==> config.mk <==
export PLATFORM = sky130hd
export DESIGN_NAME = regfile_context_seq
export DESIGN_NICKNAME = d
export VERILOG_FILES = /design/src/rtl/regfile_context_seq.sv
export SDC_FILE = /design/constraint.sdc
export NUM_CORES = 1
export LEC_CHECK = 0
export ABC_AREA = 1
export CAP_MARGIN = 10
export CELL_PAD_IN_SITES_DETAIL_PLACEMENT = 0
export CELL_PAD_IN_SITES_GLOBAL_PLACEMENT = 1
export CORE_MARGIN = 5
export CORE_UTILIZATION = 40
export CTS_CLUSTER_SIZE = 40
export DETAILED_ROUTE_END_ITERATION = 16
export DONT_BUFFER_PORTS = 1
export PLACE_DENSITY = 0.8
export SLEW_MARGIN = 20
export SYNTH_ARGS = -nofsm -noshare
export SYNTH_HDL_FRONTEND = slang
export SYNTH_SLANG_ARGS = --single-unit
==> constraint.sdc <==
create_clock -name clk -period 1.75 [get_ports clk]
set_input_delay 0.35 -clock clk [delete_from_list [all_inputs] [get_ports clk]]
set_output_delay 0.35 -clock clk [all_outputs]
set_load 0.02 [all_outputs]
==> src/rtl/regfile_context_seq.sv <==
// regfile_context_seq: walks the 16x8 register file to save it to memory or restore it from memory.
// Optional build macro CTX_CHECKSUM_EN adds an XOR checksum word after the save area and the ctx_err output.
module regfile_context_seq #(
    parameter int NUM_REGS = 16,
    parameter int ADDR_W = 4,
    parameter int DATA_W = 8,
    parameter int MEM_AW = 8,
    parameter logic [MEM_AW-1:0] SAVE_BASE = 8'hF0
) (
    input  logic              clk,
    input  logic              reset,
    input  logic              start_save,
    input  logic              start_restore,
    output logic              busy,
    output logic              done,
    output logic              cpu_stall,
    input  logic [ADDR_W-1:0] cpu_read_addr_A,
    input  logic [ADDR_W-1:0] cpu_write_addr,
    input  logic [DATA_W-1:0] cpu_write_data,
    input  logic              cpu_write_enable,
    output logic [ADDR_W-1:0] rf_read_addr_A,
    input  logic [DATA_W-1:0] rf_read_data_A,
    output logic [ADDR_W-1:0] rf_write_addr,
    output logic [DATA_W-1:0] rf_write_data,
    output logic              rf_write_enable,
    output logic              mem_req,
    output logic              mem_we,
    output logic [MEM_AW-1:0] mem_addr,
    output logic [DATA_W-1:0] mem_wdata,
    input  logic [DATA_W-1:0] mem_rdata,
`ifdef CTX_CHECKSUM_EN
    output logic              ctx_err,
`endif
    input  logic              mem_ack
);
    localparam logic [2:0] IDLE     = 3'd0;
    localparam logic [2:0] SAVE_LD  = 3'd1;
    localparam logic [2:0] SAVE_REQ = 3'd2;
    localparam logic [2:0] RST_REQ  = 3'd3;
    localparam logic [2:0] RST_WR   = 3'd4;
    localparam logic [2:0] DONE     = 3'd5;
    localparam logic [2:0] SAVE_CK  = 3'd6;
    localparam logic [2:0] RST_CK   = 3'd7;
    localparam logic [ADDR_W-1:0] LAST = ADDR_W'(NUM_REGS - 1);
`ifdef CTX_CHECKSUM_EN
    localparam logic [2:0] SAVE_END = SAVE_CK;
    localparam logic [2:0] RST_END  = RST_CK;
    localparam logic [MEM_AW-1:0] CK_ADDR = SAVE_BASE + MEM_AW'(NUM_REGS);
`else
    localparam logic [2:0] SAVE_END = DONE;
    localparam logic [2:0] RST_END  = DONE;
`endif

    logic [2:0]        state_q, state_d;
    logic [ADDR_W-1:0] idx_q, idx_d;
    logic [DATA_W-1:0] buf_q, buf_d;

    // Sequencer next state: one register per LD/REQ (save) or REQ/WR (restore) pair.
    always_comb begin
        state_d = state_q;
        idx_d   = idx_q;
        buf_d   = buf_q;
        case (state_q)
            IDLE: begin
                idx_d   = '0;
                state_d = start_save ? SAVE_LD : start_restore ? RST_REQ : IDLE;
            end
            SAVE_LD: begin
                buf_d   = rf_read_data_A;
                state_d = SAVE_REQ;
            end
            SAVE_REQ: if (mem_ack) begin
                state_d = (idx_q == LAST) ? SAVE_END : SAVE_LD;
                idx_d   = (idx_q == LAST) ? idx_q : idx_q + ADDR_W'(1);
            end
            RST_REQ: if (mem_ack) begin
                buf_d   = mem_rdata;
                state_d = RST_WR;
            end
            RST_WR: begin
                state_d = (idx_q == LAST) ? RST_END : RST_REQ;
                idx_d   = (idx_q == LAST) ? idx_q : idx_q + ADDR_W'(1);
            end
            SAVE_CK, RST_CK: state_d = mem_ack ? DONE : state_q;
            default: state_d = IDLE;
        endcase
    end

    // Sequencer state registers.
    always_ff @(posedge clk or negedge reset) begin
        if (!reset) begin
            state_q <= IDLE;
            idx_q   <= '0;
            buf_q   <= '0;
        end else begin
            state_q <= state_d;
            idx_q   <= idx_d;
            buf_q   <= buf_d;
        end
    end

`ifdef CTX_CHECKSUM_EN
    logic [DATA_W-1:0] csum_q;
    logic              err_q;

    // XOR checksum over transferred words; mismatch flagged when the stored checksum is read back.
    always_ff @(posedge clk or negedge reset) begin
        if (!reset) begin
            csum_q <= '0;
            err_q  <= 1'b0;
        end else if (state_q == IDLE && (start_save || start_restore)) begin
            csum_q <= '0;
            err_q  <= 1'b0;
        end else if ((state_q == SAVE_REQ && mem_ack) || state_q == RST_WR) begin
            csum_q <= csum_q ^ buf_q;
        end else if (state_q == RST_CK && mem_ack) begin
            err_q  <= mem_rdata != csum_q;
        end
    end

    assign ctx_err   = err_q;
    assign mem_addr  = (state_q == SAVE_CK || state_q == RST_CK) ? CK_ADDR : SAVE_BASE + MEM_AW'(idx_q);
    assign mem_wdata = (state_q == SAVE_CK) ? csum_q : buf_q;
`else
    assign mem_addr  = SAVE_BASE + MEM_AW'(idx_q);
    assign mem_wdata = buf_q;
`endif

    // Decoded outputs and the CPU pass-through mux; the sequencer owns the register file while busy.
    always_comb begin
        busy            = state_q != IDLE;
        done            = state_q == DONE;
        cpu_stall       = busy;
        mem_req         = state_q == SAVE_REQ || state_q == RST_REQ || state_q == SAVE_CK || state_q == RST_CK;
        mem_we          = state_q == SAVE_REQ || state_q == SAVE_CK;
        rf_read_addr_A  = busy ? idx_q : cpu_read_addr_A;
        rf_write_addr   = busy ? idx_q : cpu_write_addr;
        rf_write_data   = busy ? buf_q : cpu_write_data;
        rf_write_enable = busy ? state_q == RST_WR : cpu_write_enable;
    end
endmodule

* Yosys cells after proc, flatten, opt, wreduce, memory -nomap -nowiden
Index checks and enable logic that the tools add are counted.
Word-level totals: flip-flop bits (word level) 15, bits of input ports 38, output and inout bits 38, word-level logic and storage cells 45
Operators by class: add/subtract/negate cells 2, eq/ne operators 11, multiplexer cells 17, reductions and logical operators 12
Operators with widths (number):
- 3-bit one-hot mux with 6 select lines | 1
- 4-bit two-way mux | 4
- 8-bit two-way mux | 2
- 8-bit one-hot mux with 2 select lines | 1
- 3-bit two-way mux | 5
- 3-bit equality test (second input constant) | 4
- 4-bit one-hot mux with 3 select lines | 1
- 5-bit by 5-bit adder with 6-bit output (first input constant) | 1
- 3-bit by 2-bit equality test with 1-bit output (second input constant) | 2
- 2-bit != test (second input constant) | 3
- 3-bit nonzero test | 2
- 4-bit by 1-bit adder with 4-bit output (second input constant) | 1
- 4-bit equality test (second input constant) | 1
- 1-bit logical OR | 4
- 2-bit two-way mux | 2
- 2-bit AND reduction | 2
- 3-bit by 1-bit equality test with 1-bit output (second input constant) | 1
- 3-bit logical NOT | 1
- 3-bit AND reduction | 1
- 2-bit nonzero test | 1
- 2-bit OR reduction | 1
- 1-bit two-way mux | 1

* Longest topological paths before layout
Gate-level depths: netlist of the first run.
word-level depth 4, depth in mapped cells 8, gate-level depth less buffers 7

* Least setup slack after synthesis of the first run
No wires, ideal clock.
path type register to output, from register state_q[1], to output rf_write_data[3], arrival 1.305 ns, required time 1.400 ns, setup slack 0.095 ns, stages on the path, launching flop included 7, path buffers 2, cell sequence dfrtp_1 -> buf_6 -> inv_2 -> nand2_4 -> inv_4 -> buf_6 -> o21ai_0
Between the ends: word-level cells in the longest chain between the ends 2
Ends and longest elaborated chain:
- start: declaration | line 54 | logic [2:0] state_q, state_d;
- start signal: assignment | line 96 | state_q <= state_d;
- 3-bit nonzero test | line 131 | busy = state_q != IDLE;
- via busy | line 14 | output logic busy,
- 8-bit two-way mux | line 138 | rf_write_data = busy ? buf_q : cpu_write_data;
- end: declaration | line 24 | output logic [DATA_W-1:0] rf_write_data,
The timed path passes the listed nets, and every way through them passes these cells.

* Worst setup path after layout of the first run
from register state_q[2], to output rf_write_data[4]
Between the ends: word-level cells in the longest chain between the ends 2
Ends and longest elaborated chain (line):
- 3-bit nonzero test | 131
- 8-bit two-way mux | 138
No other way between the ends.

==> flow_metrics.py, run 1 <==
metrics = {
    "cts": {
        "cts.clk_slew.worst_paths_ns": 0.09,
        "clock_latency_ns": 0.28,
        "root_buffer": "clkbuf_4",
        "clock_sinks": 15,
        "numCtsBuffers": 3,
        "cts.htree.levels": 1,
        "cts_tree": "yes",
        "cts_buffer_depth": 2,
    },
    "yosys": {
        "synthTopCellsByCount": "45 x nand2_1, 16 x inv_1, 15 x dfrtp_1, 12 x nor2_1, 12 x o21ai_0",
        "netlist_instances": 158,
        "synth_compound_area_share_pct": 17.9,
        "async_flop_share_pct": 100,
        "synth_top_family_by_area": "simple AND/OR/NAND/NOR gates",
        "ys_types": 27,
        "synth_edf_count": 0,
        "muxShareOfSynthArea_pct": 0,
        "ys_ff_latch": 15,
        "synth_simple_gate_area_share_pct": 30.7,
        "synthXorXnorAreaFrac_pct": 0.793,
        "ys.flop_type": "dfrtp_1",
        "synth_top_area_cell": "dfrtp_1",
        "ys_seq_area_share_pct": 34.0,
        "synth_area_per_cell_um2": 6.99,
        "yosys.area.top_type_share_pct": 34.0,
        "yosysWarnings": 0,
        "synth_most_common_cell": "nand2_1",
        "synthesis.area_um2": 1100,
        "synth.area.top_cells": "dfrtp_1 34%, nand2_1 15%, o21ai_0 5.4%, inv_1 5.4%, buf_4 4.1%",
        "synth-adder-area-share_pct": 1.13,
    },
    "place": {
        "hpwlAfterDp_mm": 2.25,
        "place.gp.congestion": 0.877,
        "io_buffers": 0,
    },
    "grt": {
        "grt_overflow_total": 0,
        "grt_pass1_wl_mm": 4.95,
        "grt_usage_pct": 15.3,
        "first_global_vias": 1056,
        "antenna_found_initial": 0,
        "grt_max_degree": 17,
    },
    "cells_and_area": {
        "area_growth_syn_to_layout_pct": 14.5,
        "final_util_pct": 46.7,
        "final_nets": 214,
        "drive_gt1_share_pct": 24.7,
        "insertedDiodeCount": 0,
    },
    "pwr": {
        "report.power.total_mw": 2.93,
        "p_leak_nw": 0.668,
        "vdd_drop_max_mv": 1.16,
        "power_density_nw_per_um2": 2320,
    },
    "routing": {
        "wl_per_cell_um": 14.5,
        "vias": 1072,
        "drc": 0,
        "drt_iter0_markers": 31,
        "ant_nets": 0,
        "viasPerCell": 5.23,
        "dr.pass1.iters": 4,
        "wirelength_mm": 2.97,
    },
    "sta": {
        "max_freq_ghz": 0.586,
        "final_max_slew_viol_count": 0,
        "rsz0062_at_grt": "true",
        "fin_skew_ns": 0.000355,
        "hold_viol": 0,
        "worstMarginPinSlew_ns": 0.717,
        "fin_tns_setup_ns": 0,
        "relSlewSlack_pct": 52.0,
        "fin_crit_sh_pct": 97.5,
        "setup-violations-final": 0,
        "fin_crit_ns": 1.71,
    },
    "die": {
        "fp.dieW_um": 62.6,
        "dieArea_um2": 3910,
        "die_y_um": 62.6,
        "coreArea_um2": 2710,
        "ioPinCount": 76,
        "start_util_pct": 40.8,
        "rows": 19,
    },
    "setup_path": {
        "r2r_start": "idx_q[0]",
        "arrival_ns": 1.36,
        "path_class": "register to primary output",
        "endpoint_kind": "primary output",
        "startpoint": "state_q[2]",
        "start_kind": "register",
        "crit_fanout": 13,
        "worstPathRequired_ns": 1.40,
        "critical_path.cell_chain": "nor2_4 > nand2_4 > inv_8 > nand2_1 > o21ai_0 > buf_4",
        "cp_slowest_cell": "dfrtp_1",
        "max_stage_delay_ns": 0.42,
        "r2r_slack_ns": 0.27,
    },
    "status": {
        "status": "finished clean",
    },
    "job": {
        "max-cap-violations": 0,
    },
    "min_path": {
        "min_from": "mem_rdata[7]",
        "hp-class": "primary input to register",
    },
}
where the power goes:
| group | internal (mW) | leakage, nW | switching (mW) |
|---|---|---|---|
| logic | 0.688 | 0.464 | 1.27 |
| registers | 0.499 | 0.189 | 0.273 |
| clock network | 0.0885 | 0.0150 | 0.115 |
what timing repair did:
item                                   in CTS  in global routing
endpoints found under the hold margin      15                  0
cloned                                      1                  0
resized for setup                           4                  5
pin swaps                                   0                  1
setup endpoints to repair                  16                 17
setup buffers                               1                  2
hold buffers                                1                  0
layout by cell type (no fill, tap or decap):
master | synthesis | layout
o21ai_2 | 2 | 2
xor2_1 | 1 | 1
o22ai_2 | 2 | 2
clkbuf_4 | 0 | 3
nor2_4 | 1 | 3
inv_1 | 16 | 16
dlygate4sd3_1 | 1 | 1
dfrtp_1 | 15 | 14
o22ai_1 | 6 | 6
inv_2 | 2 | 2
nor2_1 | 12 | 11
inv_4 | 1 | 1
clkbuf_1 | 0 | 1
o21ai_0 | 12 | 12
nor3_1 | 2 | 2
nand2_2 | 4 | 7
conb_1 | 1 | 4
buf_4 | 6 | 18
nand2_1 | 45 | 42
dfrtp_2 | 0 | 1
nand2_4 | 1 | 1
inv_8 | 0 | 1
nor2_2 | 3 | 2
ha_1 | 1 | 1
a21oi_1 | 4 | 4
nand3_1 | 6 | 6
a22oi_1 | 1 | 1
nand4_1 | 3 | 3
o21ai_1 | 6 | 6
logic make-up after synthesis:
kind of cell             count (synthesis)
other                                    1
AND/OR/NAND/NOR                         77
XOR/XNOR                                 1
AO/OA/AOI/OAI                           33
flip-flops                              15
buffers and inverters                   30
adder cells (fa/ha/maj)                  1
metrics by stage:
| stage | hold slack, ns | std cells | worst slack (ns) | area, um^2 |
|---|---|---|---|---|
| after floorplan | 0.0544 | 161 | 0.0950 | 1120 |
| after global placement | 0.0548 | 196 | 0.195 | 1170 |
| after detailed placement | 0.0548 | 196 | 0.147 | 1170 |
| after CTS | 0.216 | 203 | 0.00677 | 1230 |
| after global routing | 0.215 | 205 | -0.0504 | 1260 |
| final | 0.217 | 205 | 0.0433 | 1260 |
critical path: cells and delay by family, from the launching register on:
kind,cells,cell delay [ns]
AND/OR/NAND/NOR,3,0.32
AO/OA/AOI/OAI,1,0.06
buffers and inverters,2,0.27
flip-flops,1,0.42
registers in the layout, summed over array words and instances (netlist names):
signal and flops:
idx_q 4, mem_wdata 8, state_q 3
final timing paths:
path	endpoint	cells after the start
max	rf_write_data[4]	6
min	mem_wdata[7]	2
max reg2reg	idx_q[0]	7
min reg2reg	state_q[1]	3
max in group asynchronous	state_q[0]	1
min in group asynchronous	mem_wdata[1]	1
layout make-up:
cell class | count | area [um^2]
tap | 31 | 38.8
sequential | 15 | 377
clock buffer | 4 | 26.3
timing repair inverter | 1 | 6.26
timing repair buffer | 19 | 145
multi-input combinational | 116 | 593
fill | 291 | 1450
inverter | 19 | 78.8
layer usage:
layer,vias to the layer above,wire [um],GRT usage (%)
met1,479,1170,17.0
met4,0,71,6.37
li1,534,-,-
met2,51,1390,25.5
met3,8,346,6.29
met5,-,0,0
No activity file was read; power rests on OpenSTA's default activity.
==> inputs of run 2 (changes only) <==
Settings changed: CTS_CLUSTER_SIZE 40 to 8.
Clock period 1.75 ns to 1.9 ns, I/O delays scaled along.
==> run 2 against run 1 <==
Against the previous run: non-clock buffer count is the same; combinational power shrank 9%; first-iteration DRC count shrank 32%; utilization shrank 0.14 points; via count shrank 3.4%; critical path depth shrank 1; sequential power shrank 5.6%; clock skew grew 0.0010 ns; clock-buffer cell count is the same; cell count is the same; power shrank 7.9%; routed wire length grew 2.9%; critical path type unchanged; largest cell class unchanged.
==> flow_metrics.py, run 2 (same netlist as run 1, synthesis figures left out) <==
metrics = {
    "cells_and_area": {
        "insertedDiodeCount": 0,
        "final_nets": 214,
        "most-common-layout-cells": "45 x nand2_1, 18 x buf_4, 16 x inv_1, 13 x dfrtp_1, 12 x o21ai_0",
        "fillers": 286,
        "largest_reg_flops": 8,
        "drive_gt1_share_pct": 23.6,
        "area_growth_syn_to_layout_pct": 14.2,
        "stdcell_count": 205,
        "mostFrequentLayoutCell": "nand2_1",
    },
    "cts": {
        "clock_latency_ns": 0.28,
        "cts_tree": "yes",
        "cts.htree.levels": 1,
        "root_buffer": "clkbuf_4",
        "clock_sinks": 15,
        "cts_buffer_depth": 2,
        "numCtsBuffers": 3,
        "cts.clk_slew.worst_paths_ns": 0.09,
    },
    "routing": {
        "dr.pass1.iters": 4,
        "wl_per_cell_um": 14.9,
        "wirelength_mm": 3.06,
        "drt_iter0_markers": 21,
        "ant_nets": 0,
        "drc": 0,
        "vias": 1036,
        "viasPerCell": 5.05,
    },
    "setup_path": {
        "path_class": "register to primary output",
        "path_buf_inv": 1,
        "r2r_slack_ns": 0.40,
        "r2r-end": "mem_wdata[5]",
        "critical_path.cell_chain": "nor2_4 > nand2_4 > buf_4 > nand2_1 > nand2_1",
        "r2r_start": "state_q[2]",
        "cp_slowest_cell": "dfrtp_2",
        "arrival_ns": 1.43,
        "max_stage_delay_ns": 0.46,
        "critPathTopFamily": "simple AND/OR/NAND/NOR gates",
        "endpoint_kind": "primary output",
        "rr_worst_depth": 6,
        "worstPathRequired_ns": 1.52,
        "crit_fanout": 7,
        "timing.critical_path.mode_cell": "nand2_1",
        "start_kind": "register",
    },
    "grt": {
        "grt_pass1_wl_mm": 4.62,
        "grt_max_degree": 26,
        "antenna_found_initial": 0,
        "grt_overflow_total": 0,
        "first_global_vias": 1002,
        "grt_usage_pct": 14.4,
    },
    "die": {
        "start_util_pct": 40.8,
        "fp.dieW_um": 62.6,
        "rows": 19,
        "ioPinCount": 76,
        "coreArea_um2": 2710,
        "die_y_um": 62.6,
        "dieArea_um2": 3910,
    },
    "sta": {
        "worst_slack_ns": 0.0922,
        "worstMarginPinSlew_ns": 0.737,
        "final_max_slew_viol_count": 0,
        "relSlewSlack_pct": 50.7,
        "max_freq_ghz": 0.553,
        "hold_viol": 0,
        "fin_skew_ns": 0.00138,
        "fin_crit_sh_pct": 95.1,
        "fin_crit_ns": 1.81,
        "hold_slack_ns": 0.251,
        "setup-violations-final": 0,
    },
    "pwr": {
        "power_density_nw_per_um2": 2140,
        "vdd_drop_max_mv": 1.04,
        "p_leak_nw": 0.667,
        "report.power.total_mw": 2.70,
    },
    "status": {
        "status": "finished clean",
    },
    "place": {
        "place.gp.congestion": 0.867,
        "hpwlAfterDp_mm": 2.25,
        "io_buffers": 0,
        "pre_cts_slack_ns": 0.210,
        "placed_cells": 194,
    },
    "min_path": {
        "min_from": "mem_rdata[7]",
        "hold-path-cell-count": 2,
        "hp-class": "primary input to register",
        "hold-path-endpoint": "mem_wdata[7]",
    },
    "job": {
        "max-cap-violations": 0,
    },
}
run 2: how the worst max path moves through the flow:
| stage | to | from | cells past startpoint | slack, ns |
|---|---|---|---|---|
| 5_1_grt | rf_write_data[4] | state_q[2] | 6 | -0.03 |
| 3_3_place_gp | rf_write_data[4] | state_q[0] | 6 | 0.29 |
| 6_report | rf_read_addr_A[1] | state_q[2] | 5 | 0.09 |
| 3_5_place_dp | rf_write_data[3] | state_q[2] | 6 | 0.21 |
| 4_1_cts | rf_write_data[3] | state_q[0] | 6 | 0.005 |
| 2_1_floorplan | rf_write_data[3] | state_q[1] | 6 | 0.21 |
run 2: report_power, final:
group          internal (mW)  switching (mW)
Sequential             0.462           0.267
Clock                 0.0814           0.102
Combinational          0.629            1.16
run 2: cell type report:
type                       instances  area, um^2  share of cell area, %
multi-input combinational        116         581                   46.0
sequential                        15         378                   30.0
timing repair buffer              19         145                   11.5
inverter                          19        83.8                   6.65
tap                               31        38.8                   3.08
clock buffer                       4        26.3                   2.08
timing repair inverter             1        8.76                  0.694
run 2: metrics by stage:
stage	area (um^2)	setup TNS, ns	util (%)
2_1_floorplan	1120	0	-
3_3_place_gp	1160	0	42.8
3_5_place_dp	1160	0	42.8
4_1_cts	1210	0	44.5
5_1_grt	1260	-0.0563	46.5
6_report	1260	0	46.5
run 2: what timing repair did:
action                                  4_1_cts  5_1_grt
hold buffers                                  1        0
resized for setup                             4        3
endpoints found under the hold margin        15        0
pin swaps                                     0        1
gates cloned                                  0        1
endpoints found under the setup margin       16       14
buffers inserted                              0        5
run 2: layer usage:
| metal | share of wire (%) | global-route usage (%) |
|---|---|---|
| met5 | 0 | 0 |
| met1 | 41 | 15.9 |
| met2 | 48 | 23.7 |
| met4 | 0.98 | 6.90 |
| met3 | 9.8 | 5.76 |
==> inputs of run 3 (changes only) <==
Settings changed: CAP_MARGIN 10 to not set, RECOVER_POWER set to 100.
==> results of run 3 <==
No change in the layout: final DEF, timing and power equal those of run 2.
